### config.mk
export PLATFORM = sky130hd
export DESIGN_NAME = ack_seq_tracker
export DESIGN_NICKNAME = d
export VERILOG_FILES = /design/src/rtl/libnet_pkg.sv /design/src/rtl/ack_seq_slot.sv /design/src/rtl/ack_seq_tracker.sv
export SDC_FILE = /design/constraint.sdc
export NUM_CORES = 1
export LEC_CHECK = 0
export CAP_MARGIN = 20
export CORE_AREA = 2 2 529 531
export DETAILED_ROUTE_END_ITERATION = 12
export DIE_AREA = 0 0 531 533
export SYNTH_ARGS = -nofsm -noshare
export SYNTH_HDL_FRONTEND = slang
export SYNTH_SLANG_ARGS = --single-unit
### constraint.sdc
create_clock -name clk -period 5.8 [get_ports clk]
set_input_delay 0.58 -clock clk [delete_from_list [all_inputs] [get_ports clk]]
set_output_delay 0.58 -clock clk [all_outputs]
set_load 0.005 [all_outputs]
### src/rtl/libnet_pkg.sv
// libnet_pkg: shared header-field layout, AXIS widths, tracker FSM states and sequence classifier.
package libnet_pkg;
  localparam int SEQ_W = 32;
  localparam int SEQ_LSB = 0;
  localparam int APP_BIT = 32;
  localparam int DATA_W = 512;
  localparam int KEEP_W = 64;
  localparam logic [SEQ_W-1:0] SEQ_RESET = 32'h1;
  typedef enum logic [1:0] {HDR, PASS, DROP} state_t;
  typedef enum logic [1:0] {IN_ORDER, DUP, AHEAD} cls_t;
  // Serial-number compare: anything up to half the space behind expected is a retransmit.
  function automatic cls_t classify(input logic [SEQ_W-1:0] expected, input logic [SEQ_W-1:0] seq);
    logic [SEQ_W-1:0] d;
    d = expected - seq;
    return d == '0 ? IN_ORDER : (d <= 32'h8000_0000 ? DUP : AHEAD);
  endfunction
endpackage

### src/rtl/ack_seq_slot.sv
// ack_seq_slot: per-app expected/last-accepted sequence registers and header classification.
module ack_seq_slot
  import libnet_pkg::*;
#(
  parameter logic [SEQ_W-1:0] SEQ_INIT = SEQ_RESET
) (
  input  logic             clk,
  input  logic             reset,
  input  logic [SEQ_W-1:0] seq,
  input  logic             upd,
  output cls_t             cls,
  output logic [SEQ_W-1:0] seq_out,
  output logic             seq_valid
);
  logic [SEQ_W-1:0] expected;
  always_comb cls = classify(expected, seq);
  always_ff @(posedge clk or posedge reset)
    if (reset) begin
      expected <= SEQ_INIT;
      seq_out <= '0;
      seq_valid <= 1'b0;
    end else if (upd) begin
      expected <= seq + 1;
      seq_out <= seq;
      seq_valid <= 1'b1;
    end
endmodule

### src/rtl/ack_seq_tracker.sv
// ack_seq_tracker: forwards in-order packets per app, drops duplicates/ahead packets, reports last accepted seq.
// Optional drop counter enabled by ACK_SEQ_TRACKER_STATS_EN.
module ack_seq_tracker
  import libnet_pkg::*;
#(
  parameter logic [SEQ_W-1:0] SEQ_INIT = SEQ_RESET
) (
  input  logic              clk,
  input  logic              reset,
  input  logic [DATA_W-1:0] s_tdata,
  input  logic [KEEP_W-1:0] s_tkeep,
  input  logic [63:0]       s_tuser,
  input  logic              s_tvalid,
  input  logic              s_tlast,
  output logic              s_tready,
  output logic [DATA_W-1:0] m_tdata,
  output logic [KEEP_W-1:0] m_tkeep,
  output logic [63:0]       m_tuser,
  output logic              m_tvalid,
  output logic              m_tlast,
  input  logic              m_tready,
  output logic [SEQ_W-1:0]  seq0_out,
  output logic              seq0_valid,
  output logic [SEQ_W-1:0]  seq1_out,
  output logic              seq1_valid
`ifdef ACK_SEQ_TRACKER_STATS_EN
  ,
  output logic [31:0]       drop_cnt
`endif
);
  state_t state;
  cls_t cls0, cls1, cls;
  logic [SEQ_W-1:0] seq;
  logic app, hdr, fwd, hs, take;
  assign seq = s_tdata[SEQ_LSB +: SEQ_W];
  assign app = s_tdata[APP_BIT];
  assign cls = app ? cls1 : cls0;
  assign hdr = state == HDR;
  assign fwd = state == PASS || (hdr && cls == IN_ORDER);
  // Reset gates the handshake combinationally so it takes effect without waiting for a clock.
  assign s_tready = !reset && (fwd ? m_tready : 1'b1);
  assign m_tvalid = !reset && s_tvalid && fwd;
  assign hs = s_tvalid && s_tready;
  assign take = hdr && hs && cls == IN_ORDER;
  assign m_tdata = s_tdata;
  assign m_tkeep = s_tkeep;
  assign m_tuser = s_tuser;
  assign m_tlast = s_tlast;
  ack_seq_slot #(.SEQ_INIT(SEQ_INIT)) u_slot0 (
    .clk(clk), .reset(reset), .seq(seq), .upd(take && !app),
    .cls(cls0), .seq_out(seq0_out), .seq_valid(seq0_valid)
  );
  ack_seq_slot #(.SEQ_INIT(SEQ_INIT)) u_slot1 (
    .clk(clk), .reset(reset), .seq(seq), .upd(take && app),
    .cls(cls1), .seq_out(seq1_out), .seq_valid(seq1_valid)
  );
  always_ff @(posedge clk or posedge reset)
    if (reset) state <= HDR;
    else if (hs) state <= s_tlast ? HDR : (hdr ? (cls == IN_ORDER ? PASS : DROP) : state);
`ifdef ACK_SEQ_TRACKER_STATS_EN
  always_ff @(posedge clk or posedge reset)
    if (reset) drop_cnt <= '0;
    else if (hdr && hs && cls == AHEAD && drop_cnt != '1) drop_cnt <= drop_cnt + 1;
`endif
endmodule

==> run_results.csv, run 1 <==
group,metric,value,unit
grt,grt_max_degree,67,
placed_design,dpl_cell_area,17400,um^2
route,post_drt_wl_per_cell,36.9,um
logic_synthesis,synth_area_leaders,"buf_4, dfrtp_1, mux2_1",
critical_path,critPathTopFamily,"buffers and inverters",
critical_path,rr_startpoint,"u_slot0.expected[0]$_DFFE_PP1P_",
clock_tree,path_clk_slew,0.08,ns
clock_tree,cts_root_buf,"clkbuf_16",
placed_design,finalWeightedCongestion,0.884,
logic_synthesis,seq_area_frac_synth,22.1,%
pwr,pwr_density_cell,144,nW/um^2
sta,fin_skew,0.0620,ns
route,viasPerCell,2.27,
logic_synthesis,yosys_warnings,0,
floorplan,dieWidth,531,um
floorplan,std_cell_rows,194,
critical_path,crit_type,"in -> out",
critical_path,slowest_stage,"or4b_4",
clock_tree,clockBufferDepth,2,
sta,tightest_slew,0.869,ns
sta,hold_ws,0.395,ns
cells_and_area,fillers,32600,
logic_synthesis,synthArstFlopShare,100,%
grt,grtUsageMet3,19.6,%
critical_path,worstPathRequired,5.22,ns
logic_synthesis,synth_edf_count,0,
route,drtIter0Drc,1046,
placed_design,dp_slack,-0.0143,ns
floorplan,die_h,533,um
clock_tree,cts.htree.levels,4,
critical_path,start_kind,"input port",
route,ant_nets,0,
critical_path,max_stage_delay,0.53,ns
cells_and_area,postLayoutCoreUtil,6.53,%
logic_synthesis,synth_top_area_share,32.2,%
clock_tree,clock-sinks,132,
logic_synthesis,syn_inst,1721,
sta,slew_violations,0,
logic_synthesis,ys_ff_latch,132,
job,cap_violations,0,
cells_and_area,area_growth,21.1,%
floorplan,dieArea,283000,um^2
critical_path,crit_buf_inv,5,
clock_tree,clkLatencyLatePin,0.53,ns
floorplan,pin_count,1354,
grt,grt.busiest_layer,"met2",
sta,layout_setup_ws,0.193,ns
placed_design,dp_hpwl,174000,um
cells_and_area,ff_latch_area,3310,um^2
sta,period_share,96.7,%
sta,setup_viol,0,
grt,grt_use_total,12.8,%
pwr,ir_worst_vdd,404,uV
logic_synthesis,synth_top_area_cell,"buf_4",
logic_synthesis,synth_flop_cell,"dfrtp_1",
floorplan,core_area,278000,um^2
route,drc_errors,0,
grt,grt_pass1_wl,213000,um
cells_and_area,multi_input_area,6500,um^2
route,drt_pre_antenna_iters,5,
sta,fin_crit,5.61,ns
grt,grt_pass1_vias,11300,
logic_synthesis,ys_types,85,
route,postRouteWirelength,189000,um
hold_path,hold_class,"in -> async",
outcome,status,"finished, final reports clean",
clock_tree,numCtsBuffers,17,
critical_path,critPathCaptureType,"primary output",
logic_synthesis,syn-num-nets,2431,
clock_tree,postCtsHoldBufs,0,
floorplan,initial_utilization,5.39,%
placed_design,port_buffers,139,
grt,grt.met2_usage,20.5,%
critical_path,crit_path_max_fanout,6,
sta,finalHoldViolCount,0,
critical_path,path_cells,"clkdlybuf4s50_1 -> buf_12 -> inv_1 -> ha_2 -> o21ai_0 -> nor2_1 -> o31a_1 -> or3_1 -> o221a_1 -> nor4_1 -> or4b_4 -> o41ai_4 -> a31oi_1 -> nor2_1 -> buf_6 -> clkdlybuf4s50_1",
cells_and_area,layout-drive-gt1-share,21.8,%
logic_synthesis,avgSynthCellArea,8.71,um^2
logic_synthesis,synthTopCellsByCount,"buf_4, dfrtp_1, nand2_1",
pwr,leakage,6.70,nW
cells_and_area,nNetsFinal,2075,
sta,relSlewSlack,42.1,%
route,vias,11600,
grt,antenna_found_initial,10,
logic_synthesis,synth_area,15000,um^2
grt,grt.overflow.total,0,
sta,fmax,178,MHz
grt,use_met1,6.95,%
logic_synthesis,post-synth-top-count-cell,"buf_4",
cells_and_area,fin_area,18100,um^2
clock_tree,tritoncts,"built",
critical_path,crit_arrival,5.03,ns
critical_path,crit_path_start,"s_tdata[18]",
layer usage:
metal	vias up	share of wire (%)
met5	-	0.63
met4	22	2.2
met3	173	33
met2	1414	45
met1	5354	18
li1	4609	-
sequential cells by signal, summed over array words and instances, names as in the netlist:
name               count
u_slot1.seq_valid      1
u_slot0.seq_valid      1
u_slot1.expected      32
u_slot0.seq_out       32
u_slot0.expected      32
u_slot1.seq_out       32
state                  2
cells in the final DEF, fill, tap and decap left out, types with 41 or more instances in the layout:
| master | instances |
|---|---|
| inv_1 | 51 |
| a21oi_1 | 63 |
| ha_1 | 61 |
| xnor2_1 | 41 |
| o21ai_0 | 44 |
| dfrtp_1 | 130 |
| mux2_2 | 59 |
| nand2_1 | 76 |
| clkdlybuf4s50_1 | 137 |
| mux2_1 | 75 |
| nor2_1 | 56 |
| buf_4 | 157 |
layout make-up:
type                    instances  area share (%)
repair buffers                311            15.7
inverters                      53            1.12
diodes                          6          0.0827
clock buffers                  17            2.34
multi-input cells             850            35.8
well taps                    3724            25.7
clock inverters                15            1.03
flip-flops and latches        132            18.2
worst register-to-register path: stages, from the launching register on:
cell     delay, ns
dfstp_2       0.52
inv_1         0.05
ha_1          0.21
fa_2          0.36
and2b_4       0.27
o31a_1        0.23
o21ai_4       0.09
buf_4         0.16
a211o_1       0.28
nand3_1       0.11
xor2_1        0.09
or4_1         0.58
or3_1         0.38
nor4b_4       0.36
buf_12        0.40
mux2_2        0.47
cells by family after synthesis:
logic type	count (synthesis)	share of synthesized area, %
AND/OR/NAND/NOR	322	11.4
adder cells (fa/ha/maj)	65	5.53
XOR/XNOR	54	3.16
flip-flops	132	22.1
AO/OA/AOI/OAI	269	12.2
multiplexers	140	10.5
buffers and inverters	739	35.2
stage by stage:
| stage | power, mW | std cells | TNS (ns) |
|---|---|---|---|
| CTS | 2.71 | 5102 | 0 |
| global route | 2.75 | 5103 | -0.0307 |
| detailed placement | 1.36 | 5070 | -0.0143 |
| finish | 2.61 | 5108 | 0 |
| global placement | 1.36 | 5070 | 0 |
| floorplan | 1.45 | 1721 | 0 |
path summary, 6_finish.rpt:
kind                                                     to  slack, ns  cells after the start
setup / recovery                                   m_tvalid       0.19                     16
hold / removal              u_slot0.seq_out[26]$_DFFE_PP0P_       0.40                      2
setup reg to reg           u_slot0.expected[15]$_DFFE_PP0P_       1.13                     15
hold reg to reg               u_slot0.seq_valid$_DFFE_PP0P_       0.47                      1
max in group asynchronous  u_slot1.expected[14]$_DFFE_PP0P_       4.26                      3
min in group clk              u_slot0.seq_valid$_DFFE_PP0P_       0.47                      1
where the power goes:
group | internal (mW) | switching, mW
registers | 0.921 | 0.00112
logic | 0.166 | 0.250
clock network | 0.621 | 0.654
what timing repair did:
action	in CTS	in global routing
resized for setup	3	23
pin swaps	0	5
setup endpoints to repair	1	2
hold endpoints to repair	0	0
gates cloned	0	0
setup buffers	0	0
Note: power is estimated with default switching activity, not from simulation.
==> run 2: changes to the inputs <==
--- a/config.mk
+++ b/config.mk
@@ -6,9 +6,10 @@
 export NUM_CORES = 1
 export LEC_CHECK = 0
 export CAP_MARGIN = 20
-export CORE_AREA = 2 2 529 531
+export CORE_AREA = 2 2 521 523
+export CTS_BUF_LIST = sky130_fd_sc_hd__clkbuf_2
 export DETAILED_ROUTE_END_ITERATION = 12
-export DIE_AREA = 0 0 531 533
+export DIE_AREA = 0 0 523 525
 export SYNTH_ARGS = -nofsm -noshare
 export SYNTH_HDL_FRONTEND = slang
 export SYNTH_SLANG_ARGS = --single-unit
==> run 2 against run 1 <==
Net effect: register-to-register slack better by 0.16 ns; hold slack worse by 0.0025 ns; worst setup slack better by 0.059 ns; final area is 5.8% lower; flip-flop and latch count stayed put; core utilization decreased by 0.19 points; sequential share of layout area rose by 1.1 points; cell count is 4.1% lower; critical path depth fell by 1; clock skew is 0.017 ns lower; wire length is 2.2% lower.
==> run_results.csv, run 2 (synthesis gave the netlist of run 1 again) <==
group,metric,value,unit
clock_tree,clockBufferDepth,2,
grt,grt_use_total,12.9,%
sta,period_share,95.7,%
critical_path,slowest_stage,"dfstp_2",
pwr,ir_worst_vdd,121,uV
route,postRouteWirelength,184000,um
placed_design,finalWeightedCongestion,0.878,
cells_and_area,nNetsFinal,2024,
cells_and_area,layout_common_cells,"clkdlybuf4s50_1, dfrtp_1, buf_4",
sta,setup_viol,0,
critical_path,crit_arrival,4.97,ns
route,vias,11500,
cells_and_area,fin_cells,4899,
placed_design,dp_cells,4864,
critical_path,critPathCapture,"s_tready",
grt,antenna_found_initial,8,
grt,grt_pass1_vias,11200,
cells_and_area,ff_latch_area,3310,um^2
cells_and_area,area_growth,14.0,%
placed_design,dp_hpwl,171000,um
clock_tree,path_clk_slew,0.25,ns
sta,fin_skew,0.0454,ns
sta,rsz0062_at_grt,"no",
sta,tightest_slew,0.865,ns
clock_tree,tritoncts,"built",
floorplan,std_cell_rows,191,
sta,relSlewSlack,42.4,%
route,drc_errors,0,
floorplan,pin_count,1354,
critical_path,rrSetupSlack,1.29,ns
sta,slew_violations,0,
cells_and_area,final_common_cell,"clkdlybuf4s50_1",
route,drtIter0Drc,907,
critical_path,rr_endpoint,"u_slot0.expected[11]$_DFFE_PP0P_",
job,cap_violations,0,
cells_and_area,fin_area,17100,um^2
cells_and_area,fillers,31600,
pwr,leakage,6.28,nW
sta,finalSetupTns,0,ns
critical_path,start_kind,"register",
clock_tree,numCtsBuffers,17,
grt,grt_pass1_wl,209000,um
pwr,pwr_density_cell,112,nW/um^2
route,ant_nets,0,
sta,finalHoldViolCount,0,
critical_path,crit_type,"reg -> out",
route,post_drt_wl_per_cell,37.7,um
placed_design,port_buffers,139,
floorplan,dieWidth,523,um
sta,fin_crit,5.55,ns
placed_design,dpl_cell_area,16800,um^2
critical_path,rr_startpoint,"u_slot0.expected[0]$_DFFE_PP1P_",
floorplan,initial_utilization,5.56,%
route,drt_pre_antenna_iters,5,
grt,grt_max_degree,70,
critical_path,crit_path_max_fanout,2,
floorplan,die_h,525,um
critical_path,critPathCaptureType,"primary output",
outcome,status,"finished, final reports clean",
clock_tree,clock-sinks,132,
critical_path,crit_path_start,"u_slot0.expected[0]$_DFFE_PP1P_",
floorplan,core_area,269000,um^2
critical_path,max_stage_delay,0.57,ns
cells_and_area,multi_input_area,6490,um^2
grt,grt.overflow.total,0,
critical_path,ff2ff_path_depth,15,
clock_tree,cts_root_buf,"clkbuf_2",
sta,fmax,180,MHz
cells_and_area,layout-drive-gt1-share,18.2,%
hold_path,hold_class,"in -> async",
clock_tree,cts.htree.levels,4,
critical_path,path_cells,"inv_1 -> ha_1 -> fa_2 -> and2b_4 -> o31a_1 -> o21ai_4 -> and2_1 -> o221a_1 -> nor4_2 -> or4b_4 -> o41ai_4 -> a31oi_2 -> buf_4 -> o21a_1 -> dlygate4sd2_1",
clock_tree,clkLatencyLatePin,0.82,ns
route,viasPerCell,2.35,
floorplan,dieArea,275000,um^2
critical_path,worstPathRequired,5.22,ns
-- run 2: per-layer routing --
metal / vias up / part of all wire, % / global-route usage (%)
met5: - / 0.33 / 2.16
met4: 12 / 2.6 / 3.17
met3: 193 / 33 / 19.3
met2: 1481 / 44 / 20.2
met1: 5320 / 20 / 7.47
li1: 4498 / - / -
-- run 2: cell type report --
| cell class | count | share of cell area [%] |
|---|---|---|
| repair buffers | 260 | 13.9 |
| well taps | 3570 | 26.1 |
| clock buffers | 17 | 0.498 |
| flip-flops and latches | 132 | 19.3 |
| clock inverters | 15 | 0.923 |
| inverters | 53 | 1.19 |
| multi-input cells | 850 | 38.0 |
| diodes | 2 | 0.0293 |
-- run 2: worst max-delay path: cells and delay by family, from the launching register on --
family,cells,cell delay (ns)
buffers and inverters,3,0.50
AOI/OAI and AO/OA,6,1.29
adders and majority gates,2,0.56
and+or+nand+nor,4,1.25
DFF,1,0.57
-- run 2: per-stage QoR --
stage               worst slack (ns)  power, mW  hold WS (ns)  utilization (%)
CTS                           0.0624       1.94         0.370             6.33
finish                         0.252       1.91         0.393             6.34
global route                 0.00515       2.01         0.361             6.34
floorplan                      0.538       1.45         0.459                -
global placement              -0.293       1.33         0.452             6.22
detailed placement            -0.264       1.34         0.457             6.22
-- run 2: power breakdown --
group	switching (mW)	leakage (nW)	internal (mW)
registers	0.00116	1.84	0.923
clock network	0.446	0.150	0.144
logic	0.242	4.29	0.151
-- run 2: worst min-delay path by stage --
stage / startpoint / cells past startpoint / to / slack, ns
5_1_grt: reset / 2 / u_slot0.expected[19]$_DFFE_PP0P_ / 0.36
2_1_floorplan: u_slot1.seq_valid$_DFFE_PP0P_ / 1 / u_slot1.seq_valid$_DFFE_PP0P_ / 0.46
6_report: reset / 2 / u_slot0.expected[20]$_DFFE_PP0P_ / 0.39
3_5_place_dp: u_slot1.seq_valid$_DFFE_PP0P_ / 1 / u_slot1.seq_valid$_DFFE_PP0P_ / 0.46
4_1_cts: reset / 2 / u_slot0.expected[20]$_DFFE_PP0P_ / 0.37
3_3_place_gp: u_slot1.seq_valid$_DFFE_PP0P_ / 1 / u_slot1.seq_valid$_DFFE_PP0P_ / 0.45
-- run 2: timing repair --
item | 4_1_cts | 5_1_grt
gates resized for setup | 10 | 9
hold buffers | 0 | 0
setup buffers | 1 | 0
setup endpoints to repair | 2 | 2
cloned | 0 | 0
pin swaps | 2 | 5
==> run 3: changes to the inputs <==
--- a/config.mk
+++ b/config.mk
@@ -10,6 +10,7 @@
 export CTS_BUF_LIST = sky130_fd_sc_hd__clkbuf_2
 export DETAILED_ROUTE_END_ITERATION = 12
 export DIE_AREA = 0 0 523 525
+export SKIP_CTS_REPAIR_TIMING = 1
 export SYNTH_ARGS = -nofsm -noshare
 export SYNTH_HDL_FRONTEND = slang
 export SYNTH_SLANG_ARGS = --single-unit
==> run 3 against run 2 <==
Net effect: die area is the same; sequential power about the same; final area grew 0.15%; cell count stayed put; sequential share of layout area is essentially flat; non-clock buffer count shrank 1; flip-flop and latch count stayed put; register-to-register slack hardly changed; clock power is 0.7% higher; first-iteration DRC count rose by 4.5%; critical endpoint is now m_tvalid; largest cell class unchanged; highest routed layer unchanged.
==> run_results.csv, run 3 (synthesis gave the netlist of run 1 again) <==
group,metric,value,unit
sta,rsz0062_at_grt,"no",
placed_design,port_buffers,139,
cells_and_area,area_growth,14.2,%
clock_tree,clockBufferDepth,2,
clock_tree,tritoncts,"built",
placed_design,dp_cells,4864,
floorplan,pin_count,1354,
sta,setup_viol,0,
floorplan,initial_utilization,5.56,%
route,ant_nets,0,
cells_and_area,layout-drive-gt1-share,18.5,%
grt,antenna_found_initial,9,
sta,relSlewSlack,42.2,%
route,postRouteWirelength,185000,um
clock_tree,path_clk_slew,0.26,ns
route,drtIter0Drc,948,
sta,period_share,93.6,%
job,cap_violations,0,
pwr,pwr_density_cell,112,nW/um^2
sta,finalSetupTns,0,ns
route,drc_errors,0,
clock_tree,numCtsBuffers,17,
cells_and_area,final_common_cell,"clkdlybuf4s50_1",
pwr,leakage,6.31,nW
clock_tree,clock-sinks,132,
grt,grt_use_total,12.9,%
critical_path,ff2ff_path_depth,15,
floorplan,core_area,269000,um^2
cells_and_area,nNetsFinal,2023,
cells_and_area,layout_common_cells,"clkdlybuf4s50_1, dfrtp_1, buf_4",
clock_tree,cts.htree.levels,4,
pwr,ir_worst_vdd,120,uV
critical_path,critPathCaptureType,"primary output",
cells_and_area,fillers,31600,
floorplan,dieWidth,523,um
route,vias,11600,
grt,grt_max_degree,70,
critical_path,crit_type,"reg -> out",
sta,fin_skew,0.0494,ns
critical_path,worstPathRequired,5.22,ns
grt,grt.overflow.total,0,
floorplan,std_cell_rows,191,
floorplan,dieArea,275000,um^2
critical_path,rr_endpoint,"u_slot0.expected[11]$_DFFE_PP0P_",
grt,grt_pass1_wl,209000,um
sta,fmax,184,MHz
sta,slew_violations,0,
placed_design,dpl_cell_area,16800,um^2
cells_and_area,fin_cells,4899,
route,viasPerCell,2.36,
hold_path,hold_class,"in -> async",
clock_tree,clkLatencyLatePin,0.83,ns
pwr,total_power,1.91,mW
clock_tree,cts_root_buf,"clkbuf_2",
cells_and_area,fin_area,17100,um^2
route,drt_pre_antenna_iters,5,
sta,fin_crit,5.43,ns
route,post_drt_wl_per_cell,37.7,um
placed_design,dp_hpwl,171000,um
critical_path,crit_arrival,4.85,ns
sta,tightest_slew,0.867,ns
placed_design,finalWeightedCongestion,0.878,
critical_path,rr_startpoint,"u_slot0.expected[0]$_DFFE_PP1P_",
outcome,status,"finished, final reports clean",
critical_path,crit_path_max_fanout,3,
critical_path,rrSetupSlack,1.28,ns
sta,finalHoldViolCount,0,
grt,grt_pass1_vias,11200,
floorplan,die_h,525,um
critical_path,start_kind,"register",
run 3: cell count changes in the layout (fill, tap and decap cells not counted), sizes merged:
cell	delta
dlygate4sd2	-2
diode	+1
buf	-1
dlymetal6s2s	+2
run 3: worst max-delay path by stage:
stage	depth (start not counted)	startpoint	slack, ns	end
after global routing	15	u_slot0.expected[0]$_DFFE_PP1P_	0.14	m_tvalid
after global placement	16	s_tdata[17]	-0.29	m_tvalid
after CTS	15	u_slot1.expected[0]$_DFFE_PP1P_	-0.59	m_tvalid
after floorplan	8	reset	0.54	u_slot0.expected[25]$_DFFE_PP0P_
final	15	u_slot0.expected[0]$_DFFE_PP1P_	0.37	m_tvalid
after detailed placement	16	s_tdata[0]	-0.26	m_tvalid
run 3: where the power goes:
group	leakage [nW]	internal, mW	switching, mW	total, mW
sequential	1.84	0.924	0.00123	0.925
clock	0.150	0.144	0.450	0.594
combinational	4.32	0.151	0.241	0.392
total	6.31	1.22	0.692	1.91
run 3: through the flow:
step / setup slack [ns] / utilization [%] / hold WS [ns]
3_3_place_gp: -0.293 / 6.22 / 0.452
5_1_grt: 0.136 / 6.35 / 0.361
2_1_floorplan: 0.538 / - / 0.459
4_1_cts: -0.586 / 6.31 / 0.370
3_5_place_dp: -0.264 / 6.22 / 0.457
6_report: 0.373 / 6.35 / 0.384
run 3: cell type report:
cell class | count | area [um^2] | area share (%)
Tap cell | 3570 | 4470 | 26.1
Inverter | 53 | 204 | 1.19
Timing Repair Buffer | 259 | 2380 | 13.9
Clock buffer | 17 | 85.1 | 0.497
Sequential cell | 132 | 3310 | 19.3
Antenna cell | 3 | 7.51 | 0.0439
Multi-Input combinational cell | 850 | 6510 | 38.0
Clock inverter | 15 | 158 | 0.921
run 3: layer usage:
layer  routed length [um]  track usage [%]  vias up
met2                82100             20.2     1461
li1                     -                -     4501
met4                 4830             3.17       12
met1                36300             7.48     5390
met3                60700             19.3      202
met5                  609             2.16        -
run 3: critical path, cell delays in order, from the launching register on:
cell and delay (ns):
dfstp_2 0.57, inv_1 0.04, ha_1 0.21, fa_2 0.35, and2b_4 0.26, o31a_1 0.23
o21ai_4 0.09, and2_1 0.19, o221a_1 0.30, nor4_2 0.27, or4b_4 0.52, o41ai_4 0.38
a31oi_2 0.11, nor2_4 0.19, buf_6 0.14, dlymetal6s2s_1 0.15
